$ cat src/rtl/tx_packet_scheduler.sv
// TX packet scheduler: round-robin ARP/UDP arbitration, auto-UDP period tick, inter-packet gap.
// Optional WAIT abort when the macro TX_TIMEOUT_EN is defined.
module tx_packet_scheduler #(
  parameter int GAP_CYCLES     = 12,
  parameter int TIMEOUT_CYCLES = 4096
) (
  input  logic        clk,
  input  logic        rst_n,
  input  logic [1:0]  i_req,
  input  logic [15:0] i_udp_period,
  input  logic        i_tx_done,
  output logic        o_start,
  output logic [1:0]  o_sel,
  output logic        o_busy,
  output logic [1:0]  o_pend,
  output logic [7:0]  o_drop_cnt,
  output logic        o_timeout
);

  localparam int GW = (GAP_CYCLES > 1) ? $clog2(GAP_CYCLES + 1) : 1;

  if (GAP_CYCLES < 0 || TIMEOUT_CYCLES < 1) begin : g_bad_param
    $error("tx_packet_scheduler: GAP_CYCLES must be >= 0 and TIMEOUT_CYCLES >= 1");
  end

  typedef enum logic [1:0] {IDLE, START, WAIT, GAP} state_t;

  state_t          state;
  logic [1:0]      pend;
  logic [1:0]      req_set;
  logic [1:0]      grant;
  logic [1:0]      drop_hit;
  logic [1:0]      drop_inc;
  logic [8:0]      drop_sum;
  logic            last_grant_udp;
  logic [15:0]     per_cnt;
  logic            udp_tick;
  logic [GW-1:0]   gap_cnt;

  assign udp_tick = (i_udp_period != 16'd0) && (per_cnt == i_udp_period - 16'd1);
  assign req_set  = i_req | {udp_tick, 1'b0};

  always_comb begin
    grant = 2'b00;
    if (state == IDLE) begin
      case (pend)
        2'b01:   grant = 2'b01;
        2'b10:   grant = 2'b10;
        2'b11:   grant = last_grant_udp ? 2'b01 : 2'b10;
        default: grant = 2'b00;
      endcase
    end
  end

  // A request landing on a flag that is being granted this cycle is not a drop.
  assign drop_hit = req_set & pend & ~grant;
  assign drop_inc = {1'b0, drop_hit[0]} + {1'b0, drop_hit[1]};
  assign drop_sum = {1'b0, o_drop_cnt} + {7'b0, drop_inc};

  always_ff @(posedge clk or negedge rst_n) begin
    if (!rst_n) begin
      pend       <= 2'b00;
      o_drop_cnt <= 8'd0;
      per_cnt    <= 16'd0;
    end else begin
      pend       <= (pend & ~grant) | req_set;
      o_drop_cnt <= drop_sum[8] ? 8'hFF : drop_sum[7:0];
      if (i_udp_period == 16'd0 || per_cnt >= i_udp_period - 16'd1)
        per_cnt <= 16'd0;
      else
        per_cnt <= per_cnt + 16'd1;
    end
  end

  assign o_pend = pend;
  assign o_busy = (state != IDLE);

`ifdef TX_TIMEOUT_EN
  localparam int TW = $clog2(TIMEOUT_CYCLES + 1);
  logic [TW-1:0] to_cnt;
`else
  assign o_timeout = 1'b0;
`endif

  always_ff @(posedge clk or negedge rst_n) begin
    if (!rst_n) begin
      state          <= IDLE;
      o_sel          <= 2'b00;
      o_start        <= 1'b0;
      last_grant_udp <= 1'b1;
      gap_cnt        <= '0;
`ifdef TX_TIMEOUT_EN
      to_cnt         <= '0;
      o_timeout      <= 1'b0;
`endif
    end else begin
      o_start <= 1'b0;
`ifdef TX_TIMEOUT_EN
      o_timeout <= 1'b0;
`endif
      case (state)
        IDLE: begin
          if (grant != 2'b00) begin
            o_sel          <= grant;
            last_grant_udp <= grant[1];
            state          <= START;
          end
        end
        START: begin
          o_start <= 1'b1;
          state   <= WAIT;
`ifdef TX_TIMEOUT_EN
          to_cnt  <= TW'(TIMEOUT_CYCLES);
`endif
        end
        WAIT: begin
          if (i_tx_done) begin
            o_sel   <= 2'b00;
            gap_cnt <= GW'(GAP_CYCLES);
            state   <= GAP;
          end
`ifdef TX_TIMEOUT_EN
          else if (to_cnt <= TW'(1)) begin
            o_sel     <= 2'b00;
            gap_cnt   <= GW'(GAP_CYCLES);
            o_timeout <= 1'b1;
            state     <= GAP;
          end else begin
            to_cnt <= to_cnt - TW'(1);
          end
`endif
        end
        GAP: begin
          // Terminal count at 1 gives exactly GAP_CYCLES cycles; 0 still spends one.
          if (gap_cnt <= GW'(1))
            state <= IDLE;
          else
            gap_cnt <= gap_cnt - GW'(1);
        end
        default: state <= IDLE;
      endcase
    end
  end

endmodule

$ cat config.mk
export PLATFORM = sky130hd
export DESIGN_NAME = tx_packet_scheduler
export DESIGN_NICKNAME = d
export VERILOG_FILES = /design/src/rtl/tx_packet_scheduler.sv
export SDC_FILE = /design/constraint.sdc
export NUM_CORES = 1
export LEC_CHECK = 0
export ABC_AREA = 1
export BUFFER_PORTS_ARGS = -buffer_cell sky130_fd_sc_hd__buf_2
export CORE_ASPECT_RATIO = 0.7
export CORE_MARGIN = 8
export CORE_UTILIZATION = 45
export DETAILED_ROUTE_END_ITERATION = 8
export SLEW_MARGIN = 20
export SYNTH_ARGS = -nofsm -noshare
export SYNTH_HDL_FRONTEND = slang
export SYNTH_SLANG_ARGS = --single-unit
export TNS_END_PERCENT = 20
$ cat constraint.sdc
create_clock -name clk -period 4.3 [get_ports clk]
set_clock_uncertainty 0.05 [all_clocks]
set_input_delay 0.86 -clock clk [delete_from_list [all_inputs] [get_ports clk]]
set_output_delay 0.86 -clock clk [all_outputs]
set_load 0.005 [all_outputs]
# Word-level counts from Yosys, hierarchy flattened
# Index checks and enable logic that the tools add are counted.
[totals] regBits=36 input_bits=21 output_inout_bits=15 wordCells=61
[op_classes] addsub=5 magnitude_cmp=2 n_eq_ne=11 mux=16 bitwise_logic=6 n_reduce_logical=13
[ops] operator="adder 16 x 1 -> 16 bit, second input constant" n=1
[ops] operator="equality test 16 bit" n=1
[ops] operator=">= comparator 16 bit" n=1
[ops] operator="zero test 16 bit" n=1
[ops] operator="two-way mux 16 bit" n=1
[ops] operator="nonzero test 16 bit" n=1
[ops] operator="subtractor 16 x 1 -> 16 bit, second input constant" n=1
[ops] operator="two-way mux 2 bit" n=7
[ops] operator="adder 8 x 2 -> 9 bit" n=1
[ops] operator="AND reduction 3 bit" n=3
[ops] operator="equality test 2 bit, second input constant" n=4
[ops] operator="two-way mux 4 bit" n=2
[ops] operator="two-way mux 8 bit" n=1
[ops] operator="case mux 2 bit (4 select lines)" n=1
[ops] operator="case mux 4 bit (2 select lines)" n=1
[ops] operator="nonzero test 2 bit" n=4
[ops] operator="AND 2 bit" n=3
[ops] operator="!= test 2 bit, second input constant" n=3
[ops] operator="case mux 2 bit (3 select lines)" n=1
[ops] operator="equality test 2 x 1 -> 1 bit, second input constant" n=2
[ops] operator="<= comparator 4 x 1 -> 1 bit, second input constant" n=1
[ops] operator="OR 2 bit" n=2
[ops] operator="case mux 2 bit (2 select lines)" n=1
[ops] operator="subtractor 4 x 1 -> 4 bit, second input constant" n=1
[ops] operator="8 further kinds" n=8

# Logic depth before layout (Yosys ltp)
# Gate-level depths: netlist of run 1.
[depth] depth_word=9 mapped_depth=20 ltp_nobuf=20

# Least setup slack after synthesis of run 1
# No wires, ideal clock.
[synth_path] kind="input-to-reg" start="input port i_udp_period[0]" end="register o_drop_cnt[2]" setup_ns=0.083 arrival_time_ns=3.486 required_time_ns=4.167 path_slack_ns=0.681 stages=17 n_path_buf=0 cell_sequence="inv_1 -> ha_1 -> inv_1 -> nor3_1 -> nand2_1 -> xor2_1 -> ha_1 -> nand4_1 -> nor2_1 -> nand3_1 -> a21oi_1 -> fa_1 -> ha_1 -> nand2_1 -> nor3b_1 -> nand2_1 -> o21ai_0"
[synth_via] elab_chain_len=9 word_cells_on_any_way=10 classes_between="add/sub (3); eq/ne (1); mux (1); bitwise (3); reduce/logical (2)"
[synth_lines] element="from (decl)" line_no="10" rtl="input logic [15:0] i_udp_period,"
[synth_lines] element="subtractor 16 x 1 -> 16 bit" line_no="40" rtl="assign udp_tick = (i_udp_period != 16'd0) && (per_cnt == i_udp_period - 16'd1);"
[synth_lines] element="equality test 16 bit" line_no="40"
[synth_lines] element="logical AND 1 bit *" line_no="40"
[synth_lines] element="OR 2 bit *" line_no="41" rtl="assign req_set = i_req | {udp_tick, 1'b0};"
[synth_lines] element="AND 2 bit * (2 in a row)" line_no="56" rtl="assign drop_hit = req_set & pend & ~grant;"
[synth_lines] element="adder 1 x 1 -> 2 bit *" line_no="57" rtl="assign drop_inc = {1'b0, drop_hit[0]} + {1'b0, drop_hit[1]};"
[synth_lines] element="adder 8 x 2 -> 9 bit *" line_no="58" rtl="assign drop_sum = {1'b0, o_drop_cnt} + {7'b0, drop_inc};"
[synth_lines] element="two-way mux 8 bit *" line_no="67" rtl="o_drop_cnt <= drop_sum[8] ? 8'hFF : drop_sum[7:0];"
[synth_lines] element="to (signal assigned)" line_no="67"
[synth_lines] element="to (decl)" line_no="16" rtl="output logic [7:0] o_drop_cnt,"
# Mark *: on every way between the ends. The rest lies on a longest branch, timed or not.
# A chain may end at the register's enable or synchronous reset.

# Final worst setup path of run 1
# Same ends and word-level chain as after synthesis.

==> metrics.md, run 1 <==
| Metric | Value |
|---|---|
| Worst vdd ir | 0.000291 V |
| X dimension of the die | 108 um |
| Setup repair bufs after CTS | 0 |
| Vias in the first global route | 2104 |
| Switching part of the total | 39.8% |
| CP max FO | 7 |
| Hold-fix buffers at CTS | 0 |
| CTS tree | built |
| Count of synthesis-stage warnings from yosys | 0 |
| Internal | 0.000849 W |
| CTS sink cnt | 36 |
| Final routed wire length divided by cell count | 11.5 um |
| Setup-violating endpoint count in the final report | 0 |
| Fin area | 3020 um^2 |
| Synthesized instance count | 363 |
| Filler cell count | 569 |
| Final weighted congestion in routability-driven placement | 0.839 |
| Unrepaired setup endpoints after global routing | false |
| Number of port buffers | 34 |
| Part of the power in the clock network | 18.3% |
| Top Family by Delay on Critical Path | simple AND/OR/NAND/NOR gates |
| Effective utilization at floorplan | 46.8% |
| Pleak | 1.56 nW |
| P_sw | 0.000561 W |
| Core ar. | 5730 um^2 |
| Half-perimeter wire length of the detailed placement result | 4.45 mm |
| Antenna violations before repair | 0 |
| Worst Tran Pin Value | 780 ps |
| CP Class | primary input to flip-flop |
| Post-Layout Cell Count | 477 |
| Overall fraction of global-route tracks in use | 13.5% |
| Count of maximum capacitance violations | 0 |
| Worst rel slew slack | 48.0% |
| Achievable clock frequency | 259 MHz |
| Clk Latency, worst-skew pair | 280 ps |
| Number of vias per cell | 4.71 |
| ANT cells | 0 |
| Data required time at the worst endpoint | 4450 ps |
| Largest net degree at the start of global routing | 37 |
| Kind of path behind the tightest hold check | flip-flop to flip-flop |
| Drt initial violations | 134 |
| Combined buffer and inverter count along the critical path | 3 |
| Post-synth EDFFs | 0 |
| Commonest cells in the synthesized netlist | sky130_fd_sc_hd__nand2_1, sky130_fd_sc_hd__inv_1, sky130_fd_sc_hd__nor2_1 |
| Library cells used by synthesis | 28 |
| Placement row count | 23 |
| Layout overhead on the synthesized area | 12.6% |
| Placement Cell Area | 2920 um^2 |
| Setup TNS | 0 ps |
| Wire length of the first global-routing pass | 9.50 mm |
| Post-synth top area share | 32.7% |
| Number of buffers inserted during clock tree synthesis | 5 |
| Logic pwr share | 42.0% |
| Flip-flop and latch count after synthesis | 36 |
| Placed Cells incl. Taps | 470 |
| Final antenna-violating net count | 0 |
| Most instantiated flip-flop cell in the synthesis netlist | sky130_fd_sc_hd__dfrtp_1 |
| Maximum clock path buffer count | 2 |
| Slowest-stage cell, CP | sky130_fd_sc_hd__nor3b_1 |
| Total wire length | 5.51 mm |
| Cell taking the most area after synthesis | sky130_fd_sc_hd__dfrtp_1 |
| Final Hold Vio Count | 0 |
| Portion of the post-synthesis area used by sequential elements | 33.7% |
| Synth area leaders | sky130_fd_sc_hd__dfrtp_1, sky130_fd_sc_hd__nand2_1, sky130_fd_sc_hd__ha_1 |
| Number of H-tree levels | 2 |
| Min Clock Period, post-route | 3860 ps |
| Share of cells above drive strength 1 | 15.4% |
| Post-synthesis instance area | 2680 um^2 |
| Run status | completed |
| Final slew viol count | 0 |
| Arrival time at the worst endpoint | 4020 ps |
| Leftover overflow at the end of global routing | 0 |
| Die area | 8720 um^2 |
| Post-layout power | 0.00141 W |
| Critical Path Max Stage Delay | 330 ps |
| Die boundary height | 80.6 um |
| Number of search-and-repair iterations in the first detailed-routing pass | 7 |
| Via Count | 2249 |
| Post-cts resize count | 0 |
| Clock root buffer | sky130_fd_sc_hd__clkbuf_8 |
| Critical path, cell by cell | buf_2 -> inv_1 -> ha_1 -> inv_1 -> nor3_1 -> nand2_1 -> xor2_1 -> ha_1 -> nand4_1 -> nor2_1 -> nand3_1 -> a21oi_1 -> fa_1 -> ha_1 -> nand2_1 -> nor3b_1 -> nand2_1 -> o21ai_0 |
| Nets in the synthesized netlist | 411 |
| Startpoint type of the worst setup path | primary input |
| CTS clock-pin slew for the worst setup and hold paths | 70 ps |
| Final cycle utilization of the critical path | 89.8% |
| Part of the total power dissipated in sequential elements | 39.7% |
| Number of placed I/O pins | 36 |
| NumNets Final | 450 |
| Cell with the most instances after synthesis | sky130_fd_sc_hd__nand2_1 |
| Per-instance average area after synthesis | 7.38 um^2 |
| Final routed DRC violation total | 0 |
| Total power per unit cell area | 467 nW/um^2 |
| Endpoint kind of the worst setup timing path | flip-flop |
| Async S/R FF share, synth | 100% |
==> power by group through the flow <==
stage	clock (W)	combinational, W	sequential, W
6_report	0.000258	0.000592	0.000560
3_5_place_dp	0	0.000595	0.000567
2_1_floorplan	0	0.000430	0.000552
4_1_cts	0.000269	0.000599	0.000561
3_3_place_gp	0	0.000586	0.000566
5_1_grt	0.000281	0.000696	0.000580
==> layout by cell type (no fill, tap or decap) <==
cell,n
sky130_fd_sc_hd__xnor2_1,6
sky130_fd_sc_hd__nand3_1,20
sky130_fd_sc_hd__xor2_1,20
sky130_fd_sc_hd__conb_1,1
sky130_fd_sc_hd__nand2_4,1
sky130_fd_sc_hd__clkbuf_8,7
sky130_fd_sc_hd__nor3b_1,2
sky130_fd_sc_hd__fa_1,1
sky130_fd_sc_hd__nor2_1,48
sky130_fd_sc_hd__inv_1,55
sky130_fd_sc_hd__or2_2,2
sky130_fd_sc_hd__nor3_4,1
sky130_fd_sc_hd__buf_2,34
sky130_fd_sc_hd__nand2_1,90
sky130_fd_sc_hd__nor3_1,6
sky130_fd_sc_hd__o21ai_0,11
sky130_fd_sc_hd__nand3b_1,1
sky130_fd_sc_hd__ha_1,26
sky130_fd_sc_hd__a31oi_1,1
sky130_fd_sc_hd__nand2_2,1
sky130_fd_sc_hd__a21o_1,1
sky130_fd_sc_hd__o22ai_1,2
sky130_fd_sc_hd__a21oi_1,10
sky130_fd_sc_hd__nand4_1,4
sky130_fd_sc_hd__nor2_2,14
sky130_fd_sc_hd__dfrtp_1,35
sky130_fd_sc_hd__dfstp_2,1
sky130_fd_sc_hd__nor2_4,1
==> metrics by stage <==
| step | util, % | worst slack (ps) | hold slack, ps |
|---|---|---|---|
| 5_1_grt | 52.7 | 62.2 | 457 |
| 4_1_cts | 52.7 | 427 | 433 |
| 6_report | 52.7 | 439 | 431 |
| 3_3_place_gp | 51.0 | 249 | 413 |
| 2_1_floorplan | - | 681 | 401 |
| 3_5_place_dp | 51.0 | 121 | 422 |
==> cell families after synthesis <==
logic type	count (synthesis)	synth area share [%]
AO/OA/AOI/OAI	25	4.90
XOR/XNOR	26	8.50
adder cells (fa/ha/maj)	27	12.9
buffers and inverters	57	8.54
flip-flops	36	33.7
other	1	0.140
AND/OR/NAND/NOR	191	31.4
==> tightest hold or removal path, stage by stage (launching register included) <==
cell	delay (ps)
sky130_fd_sc_hd__dfstp_2	380
sky130_fd_sc_hd__nand2_1	60
sky130_fd_sc_hd__nand2_1	50
==> registers in the layout (all words and copies together), names as in the netlist <==
register        flops
o_pend              2
gap_cnt             4
state               2
last_grant_udp      1
per_cnt            16
o_sel               2
o_drop_cnt          8
o_start             1
==> worst paths after layout <==
| kind | slack (ps) | endpoint | depth (start not counted) | from |
|---|---|---|---|---|
| setup / recovery | 440 | o_drop_cnt[2] | 18 | i_udp_period[0] |
| hold / removal | 430 | last_grant_udp | 2 | last_grant_udp |
| setup reg to reg | 1570 | o_drop_cnt[2] | 13 | per_cnt[13] |
| hold reg to reg | 430 | last_grant_udp | 2 | last_grant_udp |
| max in group asynchronous | 3100 | o_drop_cnt[1] | 1 | rst_n |
| min in group asynchronous | 600 | per_cnt[15] | 1 | rst_n |
==> metal layers <==
layer	global-route usage, %	vias to the layer above	wire length [um]
li1	-	1203	-
met1	19.5	996	2870
met2	19.7	45	2260
met3	3.04	5	340
met4	3.72	0	37
met5	0	-	0
==> area by class of cell <==
cell class / instances / area, um^2 / area share, %
clock buffer: 7 / 96.3 / 3.19
inverter: 55 / 206 / 6.84
multi-input combinational: 270 / 1550 / 51.3
sequential: 36 / 902 / 29.9
tap: 75 / 93.8 / 3.11
timing repair buffer: 34 / 170 / 5.64
No activity file was read; power rests on OpenSTA's default activity.
==> run 2, diff against run 1 <==
==> constraint.sdc (replaced) <==
create_clock -name clk -period 4.3 [get_ports clk]
set_clock_uncertainty 0.05 [all_clocks]
set_input_delay 0 -clock clk [delete_from_list [all_inputs] [get_ports clk]]
set_output_delay 0 -clock clk [all_outputs]
set_load 0.005 [all_outputs]
==> run 2 against run 1 <==
Against the previous run: setup slack improved by 870 ps; maximum frequency rose by 29%; combinational power rose by 1%; cell count rose by 0.84%; worst hold slack got worse by 330 ps; global-route usage rose by 0.19 points; via count rose by 0.40%.
==> metrics.md, run 2 (same netlist as run 1, synthesis figures left out) <==
| Metric | Value |
|---|---|
| Maximum clock path buffer count | 2 (unchanged) |
| CTS tree | built (unchanged) |
| Setup-violating endpoint count in the final report | 0 (unchanged) |
| Leftover overflow at the end of global routing | 0 (unchanged) |
| Filler cell count | 566 (was 569) |
| Kind of path behind the tightest hold check | primary input to flip-flop (was flip-flop to flip-flop) |
| Worst setup path startpoint | i_udp_period[0] (unchanged) |
| Post-layout power | 0.00140 W (was 0.00141 W) |
| Setup repair bufs after CTS | 0 (unchanged) |
| Layout overhead on the synthesized area | 13.5% (was 12.6%) |
| Worst Tran Pin Value | 818 ps (was 780 ps) |
| Startpoint type of the worst setup path | primary input (unchanged) |
| Pleak | 1.57 nW (was 1.56 nW) |
| Pre-CTS WS | 1000 ps (was 121 ps) |
| Final routed wire length divided by cell count | 11.7 um (was 11.5 um) |
| CTS sink cnt | 36 (unchanged) |
| Startpoint of the tightest hold check path | i_tx_done (was last_grant_udp) |
| Final weighted congestion in routability-driven placement | 0.839 (unchanged) |
| Number of buffers inserted during clock tree synthesis | 5 (unchanged) |
| ANT cells | 0 (unchanged) |
| Reg with most FFs | per_cnt (unchanged) |
| Final routed DRC violation total | 0 (unchanged) |
| Layout Utilization | 53.1% (was 52.7%) |
| Achievable clock frequency | 335 MHz (was 259 MHz) |
| Die boundary height | 80.6 um (unchanged) |
| Flip-flop count of the largest register, all copies and words added | 16 (unchanged) |
| Effective utilization at floorplan | 46.8% (unchanged) |
| Fin area | 3040 um^2 (was 3020 um^2) |
| Final antenna-violating net count | 0 (unchanged) |
| Number of vias per cell | 4.69 (was 4.71) |
| Core ar. | 5730 um^2 (unchanged) |
| Drt initial violations | 92 (was 134) |
| CP max FO | 7 (unchanged) |
| Commonest cells after routing, fill and taps aside | sky130_fd_sc_hd__nand2_1, sky130_fd_sc_hd__inv_1, sky130_fd_sc_hd__nor2_1, sky130_fd_sc_hd__dfrtp_1, sky130_fd_sc_hd__buf_2 (unchanged) |
| CTS clock-pin slew for the worst setup and hold paths | 70 ps (about the same) |
| Final slew viol count | 0 (unchanged) |
| Clk Latency, worst-skew pair | 280 ps (about the same) |
| Wire length of the first global-routing pass | 9.77 mm (was 9.50 mm) |
| Count of maximum capacitance violations | 0 (unchanged) |
| Half-perimeter wire length of the detailed placement result | 4.47 mm (was 4.45 mm) |
| Vias in the first global route | 2115 (was 2104) |
| Total power per unit cell area | 461 nW/um^2 (was 467 nW/um^2) |
| Die area | 8720 um^2 (unchanged) |
| R2R Path Start | per_cnt[12] (was per_cnt[13]) |
| Unrepaired setup endpoints after global routing | false (unchanged) |
| Placement Cell Area | 2920 um^2 (unchanged) |
| Final cycle utilization of the critical path | 69.5% (was 89.8%) |
| Commonest non-fill, non-tap cell in the layout | sky130_fd_sc_hd__nand2_1 (unchanged) |
| Number of port buffers | 34 (unchanged) |
| X dimension of the die | 108 um (unchanged) |
| Via Count | 2258 (was 2249) |
| Arrival time at the worst endpoint | 3130 ps (was 4020 ps) |
| Largest net degree at the start of global routing | 37 (unchanged) |
| Worst vdd ir | 0.000315 V (was 0.000291 V) |
| Placement row count | 23 (unchanged) |
| NumNets Final | 453 (was 450) |
| Clock root buffer | sky130_fd_sc_hd__clkbuf_8 (unchanged) |
| Number of search-and-repair iterations in the first detailed-routing pass | 4 (was 7) |
| Endpoint kind of the worst setup timing path | flip-flop (unchanged) |
| Number of H-tree levels | 2 (unchanged) |
| CP Class | primary input to flip-flop (unchanged) |
| Number of placed I/O pins | 36 (unchanged) |
| Setup TNS | 0 ps (unchanged) |
| Run status | completed (unchanged) |
| Largest registers ranked by flip-flop count | per_cnt (16), o_drop_cnt (8), gap_cnt (4) (unchanged) |
| Min Clock Period, post-route | 2990 ps (was 3860 ps) |
| Data required time at the worst endpoint | 4450 ps (about the same) |
| Overall fraction of global-route tracks in use | 13.7% (was 13.5%) |
| Worst rel slew slack | 45.5% (was 48.0%) |
| Worst setup slack after layout | 1310 ps (was 439 ps) |
| Final Hold Vio Count | 0 (unchanged) |
| Share of cells above drive strength 1 | 15.0% (was 15.4%) |
| Total wire length | 5.62 mm (was 5.51 mm) |
| Antenna violations before repair | 0 (unchanged) |
run 2: layout make-up:
type / count / area, um^2 / area share [%]
tap: 75 / 93.8 / 3.09
inverter: 55 / 206 / 6.79
multi-input combinational: 270 / 1550 / 50.9
timing repair buffer: 37 / 200 / 6.58
clock buffer: 8 / 90.1 / 2.96
sequential: 36 / 902 / 29.7
run 2: repair_timing:
action / in CTS / in global routing
resized for setup: 0 / 0
hold buffers: 3 / 0
hold endpoints to repair: 37 / 0
run 2: power breakdown:
| group | internal [W] | switching, W | total (W) |
|---|---|---|---|
| logic | 0.000252 | 0.000346 | 0.000598 |
| clock network | 0.000131 | 0.000112 | 0.000243 |
| registers | 0.000456 | 0.000104 | 0.000561 |
run 2: path summary, 6_finish.rpt:
| path | end | slack, ps | depth (start not counted) |
|---|---|---|---|
| max | o_drop_cnt[2] | 1310 | 18 |
| min in group asynchronous | per_cnt[13] | 300 | 2 |
| min | o_sel[0] | 100 | 4 |
| max in group asynchronous | o_drop_cnt[7] | 3380 | 2 |
| min reg2reg | per_cnt[0] | 430 | 1 |
| max reg2reg | o_drop_cnt[2] | 1570 | 13 |
run 2: worst max-delay path, stage by stage:
cell and delay, ps:
sky130_fd_sc_hd__buf_2 90, sky130_fd_sc_hd__inv_1 140, sky130_fd_sc_hd__ha_1 210, sky130_fd_sc_hd__inv_1 80, sky130_fd_sc_hd__nor3_1 300, sky130_fd_sc_hd__nand2_1 110
sky130_fd_sc_hd__xor2_1 160, sky130_fd_sc_hd__ha_1 290, sky130_fd_sc_hd__nand4_1 90, sky130_fd_sc_hd__nor2_1 160, sky130_fd_sc_hd__nand3_1 150, sky130_fd_sc_hd__a21oi_1 180
sky130_fd_sc_hd__fa_1 240, sky130_fd_sc_hd__ha_1 180, sky130_fd_sc_hd__nand2_1 90, sky130_fd_sc_hd__nor3b_1 320, sky130_fd_sc_hd__nand2_1 230, sky130_fd_sc_hd__o21ai_0 120
run 2: per-stage QoR:
stage | instances | hold WS, ps
3_5_place_dp | 470 | 85.7
4_1_cts | 481 | 94.0
6_report | 481 | 95.9
2_1_floorplan | 363 | -346
3_3_place_gp | 470 | 82.1
5_1_grt | 481 | 130
run 2: layer usage:
metal | GRT usage [%] | share of wire, % | vias to the layer above
met5 | 0 | 0 | -
met1 | 20.2 | 54 | 1002
met3 | 3.44 | 5.5 | 2
li1 | - | - | 1215
met4 | 1.66 | 0.34 | 0
met2 | 20.1 | 40 | 39
